$ cat src/rtl/y86_pkg.sv
// rtl/y86_pkg.sv - shared ALU width and operation encodings for the Y86-64 execute stage
package y86_pkg;

  localparam int WIDTH = 64;

  typedef enum logic [1:0] {
    ALU_AND = 2'b00,
    ALU_XOR = 2'b01,
    ALU_ADD = 2'b10,
    ALU_SUB = 2'b11
  } alu_op_e;

endpackage

$ cat src/rtl/adder64.sv
// rtl/adder64.sv - ripple-carry adder built from full-adder bit cells
module adder64 #(
  parameter int WIDTH = 64
) (
  input  logic [WIDTH-1:0] a,
  input  logic [WIDTH-1:0] b,
  input  logic             cin,
  output logic [WIDTH-1:0] sum,
  output logic             cout
);

  // carry[i] is the carry into bit cell i; carry[WIDTH] leaves the MSB
  logic [WIDTH:0] carry;

  assign carry[0] = cin;

  for (genvar i = 0; i < WIDTH; i++) begin : g_fa
    assign sum[i]     = a[i] ^ b[i] ^ carry[i];
    assign carry[i+1] = (a[i] & b[i]) | (carry[i] & (a[i] ^ b[i]));
  end

  assign cout = carry[WIDTH];

endmodule

$ cat src/rtl/y86_alu.sv
// rtl/y86_alu.sv - registered AND/XOR/ADD/SUB unit with carry and Z/S/O flags
module y86_alu
  import y86_pkg::*;
#(
  parameter int WIDTH = y86_pkg::WIDTH
) (
  input  logic             clk,
  input  logic             rst_n,
  input  logic [WIDTH-1:0] P,
  input  logic [WIDTH-1:0] Q,
  input  logic [1:0]       select,
  output logic [WIDTH-1:0] Z,
  output logic             carryout,
  output logic             zf,
  output logic             sf,
  output logic             of
);

  localparam int MSB = WIDTH - 1;

  logic             is_sub;
  logic [WIDTH-1:0] add_b;
  logic [WIDTH-1:0] add_sum;
  logic             add_cout;

  logic [WIDTH-1:0] z_d, z_q;
  logic             carry_d, carry_q;
  logic             zf_d, zf_q;
  logic             sf_d, sf_q;
  logic             of_d, of_q;

  // SUB reuses the adder as P + ~Q + 1
  assign is_sub = (select == ALU_SUB);
  assign add_b  = is_sub ? ~Q : Q;

  adder64 #(.WIDTH(WIDTH)) u_adder (
    .a    (P),
    .b    (add_b),
    .cin  (is_sub),
    .sum  (add_sum),
    .cout (add_cout)
  );

  // result mux and flag generation for the operation currently on the inputs
  always_comb begin
    z_d     = '0;
    carry_d = 1'b0;
    of_d    = 1'b0;
    case (select)
      ALU_AND: z_d = P & Q;
      ALU_XOR: z_d = P ^ Q;
      ALU_ADD: begin
        z_d     = add_sum;
        carry_d = add_cout;
        of_d    = (P[MSB] == Q[MSB]) && (add_sum[MSB] != P[MSB]);
      end
      default: begin
        z_d     = add_sum;
        carry_d = add_cout;
        of_d    = (P[MSB] != Q[MSB]) && (add_sum[MSB] != P[MSB]);
      end
    endcase
    zf_d = (z_d == '0);
    sf_d = z_d[MSB];
  end

  // output register bank: result and flags always captured together
  always_ff @(posedge clk or negedge rst_n) begin
    if (!rst_n) begin
      z_q     <= '0;
      carry_q <= 1'b0;
      zf_q    <= 1'b0;
      sf_q    <= 1'b0;
      of_q    <= 1'b0;
    end else begin
      z_q     <= z_d;
      carry_q <= carry_d;
      zf_q    <= zf_d;
      sf_q    <= sf_d;
      of_q    <= of_d;
    end
  end

  assign Z        = z_q;
  assign carryout = carry_q;
  assign zf       = zf_q;
  assign sf       = sf_q;
  assign of       = of_q;

endmodule

$ cat config.mk
export PLATFORM = sky130hd
export DESIGN_NAME = y86_alu
export DESIGN_NICKNAME = d
export VERILOG_FILES = /design/src/rtl/y86_pkg.sv /design/src/rtl/adder64.sv /design/src/rtl/y86_alu.sv
export SDC_FILE = /design/constraint.sdc
export NUM_CORES = 1
export LEC_CHECK = 0
export ABC_AREA = 1
export ABC_CLOCK_PERIOD_IN_PS = 800
export CORE_MARGIN = 3
export CORE_UTILIZATION = 29
export CTS_BUF_LIST = sky130_fd_sc_hd__clkbuf_8
export CTS_CLUSTER_DIAMETER = 120
export CTS_CLUSTER_SIZE = 30
export DETAILED_ROUTE_END_ITERATION = 8
export GPL_TIMING_DRIVEN = 1
export SLEW_MARGIN = 10
export SYNTH_ARGS = -nofsm -noshare
export SYNTH_HDL_FRONTEND = slang
export SYNTH_SLANG_ARGS = --single-unit
$ cat constraint.sdc
create_clock -name clk -period 0.8 [get_ports clk]
set_clock_uncertainty 0.2 [all_clocks]
set_input_delay 0.12 -clock clk [delete_from_list [all_inputs] [get_ports clk]]
set_output_delay 0.12 -clock clk [all_outputs]
set_load 0.01 [all_outputs]
After elaboration in Yosys (flattened, before gate mapping)
Cells that the tools add are included.

word-level totals
  register bits = 68
  word-level logic and storage cells = 343

cells by class
  equality and inequality tests = 6
  muxes and demuxes = 4
  bitwise gates (word level) = 323
  reductions and logical operators = 5

operator list
  operator              number
  $and A1 B1 Y1         128
  $pmux W64 S2          1
  $xor A1 B1 Y1         128
  $and A64 B64 Y64      1
  $logic_not A64 Y1     1
  $mux W64              1
  $not A64 Y64          1
  $or A1 B1 Y1          64
  $xor A64 B64 Y64      1
  $eq A2 B2 Y1 const B  2
  $eq A2 B1 Y1 const B  1
  $logic_and A1 B1 Y1   2
  $logic_not A2 Y1      1
  $ne A1 B1 Y1          2
  $pmux W1 S2           1
  $reduce_or A2 Y1      1
  $eq A1 B1 Y1          1
  $mux W1               1

Longest topological paths before layout
  depth after elaboration = 133
  depth in mapped cells = 81
  gate-level depth less buffers = 78

By module
From an unflattened synthesis, not the netlist that was laid out.

second synthesis, totals
  cells, all modules = 826
  area, all modules = 6,587.6 um2

by module, submodules not included
  module   times used  cells each  area each (um2)  sequential area each (um2)
  y86_alu  1           752         5,268.8          1,676.6
  adder64  1           74          1,318.8          0.0

Least setup slack after synthesis
OpenSTA, ideal clock, no wires.

  kind = input-to-reg
  start point = input select[1]
  end point = register zf_q, in the netlist zf
  setup time = 0.071 ns
  arrival = 27.905 ns
  slack = -27.377 ns
  cell stages on the path = 81
  path through = buf_2 > clkbuf_1 > nand2_1 > buf_2 > o21ai_1 > fa_1 > inv_1 > fa_1 > fa_1 > fa_1 > fa_1 > fa_1 > fa_1 > fa_1 > fa_1 > fa_1 > fa_1 > fa_1 > [... 45 more ...] > fa_1 > fa_1 > inv_1 > fa_1 > inv_1 > fa_1 > fa_1 > fa_1 > inv_1 > nand2_1 > nand2_1 > nor2_1 > nand2_1 > nor2_1 > nand2_1 > nor2_1 > nand2_1 > nor2_1

between the ends
  longest elaborated chain between the ends = 132
  elaborated cells between the ends (all ways) = 323
  classes of those cells = eq/ne: 2; mux: 2; bitwise: 317; reduce/logical: 2

RTL lines
  element                RTL line                      source
  from (decl)            y86_alu.sv:11                 input logic [1:0] select,
  $eq A2 B2 Y1           y86_alu.sv:33                 assign is_sub = (select == ALU_SUB);
  $mux W64               y86_alu.sv:34                 assign add_b = is_sub ? ~Q : Q;
  $xor A1 B1 Y1          adder64.sv:18, adder64.sv:19
  $and A1 B1 Y1          adder64.sv:19                 assign carry[i+1] = (a[i] & b[i]) | (carry[i] & (a[i] ^ b[i]));
  $or A1 B1 Y1           adder64.sv:19
  $and A1 B1 Y1          adder64.sv:19
  $or A1 B1 Y1           adder64.sv:19
  $and A1 B1 Y1          adder64.sv:19
  [... 117 more ...]     n/a
  $and A1 B1 Y1          adder64.sv:19
  $or A1 B1 Y1           adder64.sv:19
  $and A1 B1 Y1          adder64.sv:19
  $or A1 B1 Y1           adder64.sv:19
  $xor A1 B1 Y1          adder64.sv:18                 assign sum[i] = a[i] ^ b[i] ^ carry[i];
  $pmux W64 S2 (*)       y86_alu.sv:49                 case (select)
  $logic_not A64 Y1 (*)  y86_alu.sv:63                 zf_d = (z_d == '0);
  via zf_d               y86_alu.sv:28                 logic zf_d, zf_q;
  to (signal assigned)   y86_alu.sv:78                 zf_q <= zf_d;
  to (decl)              y86_alu.sv:28

Mark *: on every way through the listed nets, which the timed path passes. The rest lies on a longest branch.

Worst setup path in the final report
Same ends and word-level chain as after synthesis.

==> flow_metrics.env <==
export IMPL_multi_input_area_sq_mm=0.00464
export IMPL_antenna_found_initial=1
export IMPL_cp_arrival_ps=24940
export IMPL_status="complete, but fails checks"
export IMPL_period_needed_ps=24840
export IMPL_worstPathMaxFanout=4
export IMPL_setup_viol=135
export IMPL_die_h_microns=160
export IMPL_power_leakage_nw=5.67
export IMPL_placedCellCount=1518
export IMPL_worst_path_max_delay_cell="fa_1"
export IMPL_clkSlewWorstSetupHoldPaths_ps=90
export IMPL_ant_nets=0
export IMPL_wl_microns=21900
export IMPL_syn_area_sq_mm=0.00692
export IMPL_use_met2_pct=29.0
export IMPL_cts_max_path_buffers=2
export IMPL_yosysWarnings=0
export IMPL_fillers=2276
export IMPL_cts_root_buf="clkbuf_8"
export IMPL_io_pins=200
export IMPL_pre_cts_ws_ps=-25050
export IMPL_ys_seq_area_share_pct=24.2
export IMPL_syn2layout_area_growth_pct=53.6
export IMPL_violations="hold timing, setup timing"
export IMPL_grt_pass1_wl_microns=34200
export IMPL_ctsHoldBuffers=1
export IMPL_syn_num_nets=1187
export IMPL_drv_slew=0
export IMPL_worst_pin_slew_ps=658
export IMPL_core_area_sq_mm=0.0231
export IMPL_crit_type="in2reg"
export IMPL_cts_tree="done"
export IMPL_n_antenna_cell=0
export IMPL_dr_pass1_iters=4
export IMPL_power_density_mw_per_mm2=1510
export IMPL_drtIter0Drc=184
export IMPL_power_mw=16.1
export IMPL_setup_slack_ps=-24040
export IMPL_viasPerCell=4.14
export IMPL_grt_max_degree=61
export IMPL_drc=0
export IMPL_synth_cells=928
export IMPL_worstSetupEndpointType="register"
export IMPL_cts_max_level=3
export IMPL_cp_top_family="adder cells"
export IMPL_overflow=0
export IMPL_fmax_mhz=40.3
export IMPL_die_width_microns=160
export IMPL_dp_hpwl_microns=16600
export IMPL_grtUsageMet1_pct=21.2
export IMPL_vdd_ir_drop_worst_v=0.000637
export IMPL_grt_use_total_pct=16.8
export IMPL_period_share_pct=3110
export IMPL_register_area_sq_mm=0.00168
export IMPL_utilization_pct=46.1
export IMPL_initial_core_util_pct=30.0
export IMPL_port_buffers=199
export IMPL_top_usage_layer="met2"
export IMPL_wl_per_cell_microns=14.2
export IMPL_worstPathRequired_ps=900
export IMPL_fp_row_count=55
export IMPL_die_area_sq_mm=0.0257
export IMPL_hp_class="in2reg"
export IMPL_synth_seq_cells=67
export IMPL_max_slew_margin_pct=56.1
export IMPL_crit_path_max_incr_delay_ps=530
export IMPL_critPathLaunchType="input pin"
export IMPL_globalplace_congestion=0.809
export IMPL_finalHoldViolations=1
export IMPL_cts_made_buffers=9
export IMPL_synth_top_area_cell="dfrtp_1"
export IMPL_final_common_cell="nand2_1"
export IMPL_max_cap_viol_count=0
export IMPL_hold_slack_ps=-27.0
export IMPL_syn_mean_instance_area_sq_um=7.45
export IMPL_instances_no_fill=1543
export IMPL_cp_common_cell="fa_2"
export IMPL_synth_area_leaders="dfrtp_1, fa_1, inv_1, ha_1, nand2_1"
export IMPL_synthDistinctLibCells=21
export IMPL_layout_common_cells="nand2_1, inv_1, clkdlybuf4s50_1"
export IMPL_num_nets_final=1484
export IMPL_grt_pass1_vias=6574
export IMPL_crit_buf_inv=5
export IMPL_vias=6390
export IMPL_synth_top_area_share_pct=24.2
export IMPL_grt_util_met3_pct=4.69
export IMPL_cts_sinks=67
export IMPL_rsz0062_at_grt="true"
export IMPL_layout_drive_gt1_share_pct=37.1
## tightest hold or removal path: cells and delay by family
family	cells	cell delay, ps
fa+ha+maj	1	140
buf+inv	2	180
compound gates	1	80
## final timing paths
path | from | slack (ps) | end | cells past startpoint
setup / recovery | select[1] | -24040 | zf | 79
max in group asynchronous | rst_n | 120 | Z[55] | 3
min in group asynchronous | rst_n | 60 | Z[2] | 3
hold / removal | Q[0] | -30 | Z[0] | 4
## logic make-up (layout without fill, tap and decap cells)
group / count (synthesis) / in the layout / synth area share [%]
DFF: 67 / 67 / 24.2
adders and majority gates: 127 / 127 / 29.8
buffers and inverters: 281 / 583 / 15.7
AOI/OAI and AO/OA: 5 / 5 / 0.416
and+or+nand+nor: 385 / 385 / 21.9
xor gates and xnor gates: 63 / 63 / 7.98
## synth_stat cells
master    count
nor2_1      147
o21ai_1       3
clkbuf_1     10
xor2_1       61
buf_1         1
or2_2         5
ha_1         64
inv_2         2
or2_1         1
nand3_1      38
nand2_1     192
dfrtp_1      67
nand2_2       1
buf_4         2
xnor2_1       2
nor2_2        1
a221oi_1      1
buf_2        18
fa_1         63
o21ai_0       1
inv_1       248
## power by group
part / total [mW] / internal [mW] / switching, mW
clock: 3.41 / 1.84 / 1.57
combinational: 8.44 / 4.15 / 4.29
sequential: 4.21 / 4.02 / 0.187
total: 16.1 / 10.0 / 6.04
## registers in the layout, indices dropped and copies added, names as in the netlist
name	cells
zf	1
sf	1
of	1
Z	63
carryout	1
## routing by layer
| layer | share of wire, % | routed length (microns) |
|---|---|---|
| met5 | 0.059 | 13 |
| met4 | 0.89 | 195 |
| met3 | 6.3 | 1380 |
| met2 | 49 | 10700 |
| met1 | 44 | 9680 |
## through the flow
step | cell area (sq um) | TNS, ps
after global routing | 10600 | -893020
final | 10600 | -862090
after detailed placement | 10200 | -924290
after floorplan | 7170 | -848480
after global placement | 10200 | -915390
after CTS | 10500 | -891260
## cell type report
class	count	area share, %
timing repair buffer	317	25.9
tap	313	3.69
clock inverter	6	0.836
multi-input combinational	580	43.7
inverter	250	8.83
clock buffer	10	1.30
sequential	67	15.8
## what timing repair did
item                                    4_1_cts  5_1_grt
buffers inserted                              4       19
endpoints found under the hold margin        68        1
gates resized for setup                     166      254
cloned                                        0        2
pin swaps                                     9       49
endpoints found under the setup margin      135      135
Note: power is estimated with default switching activity, not from simulation.
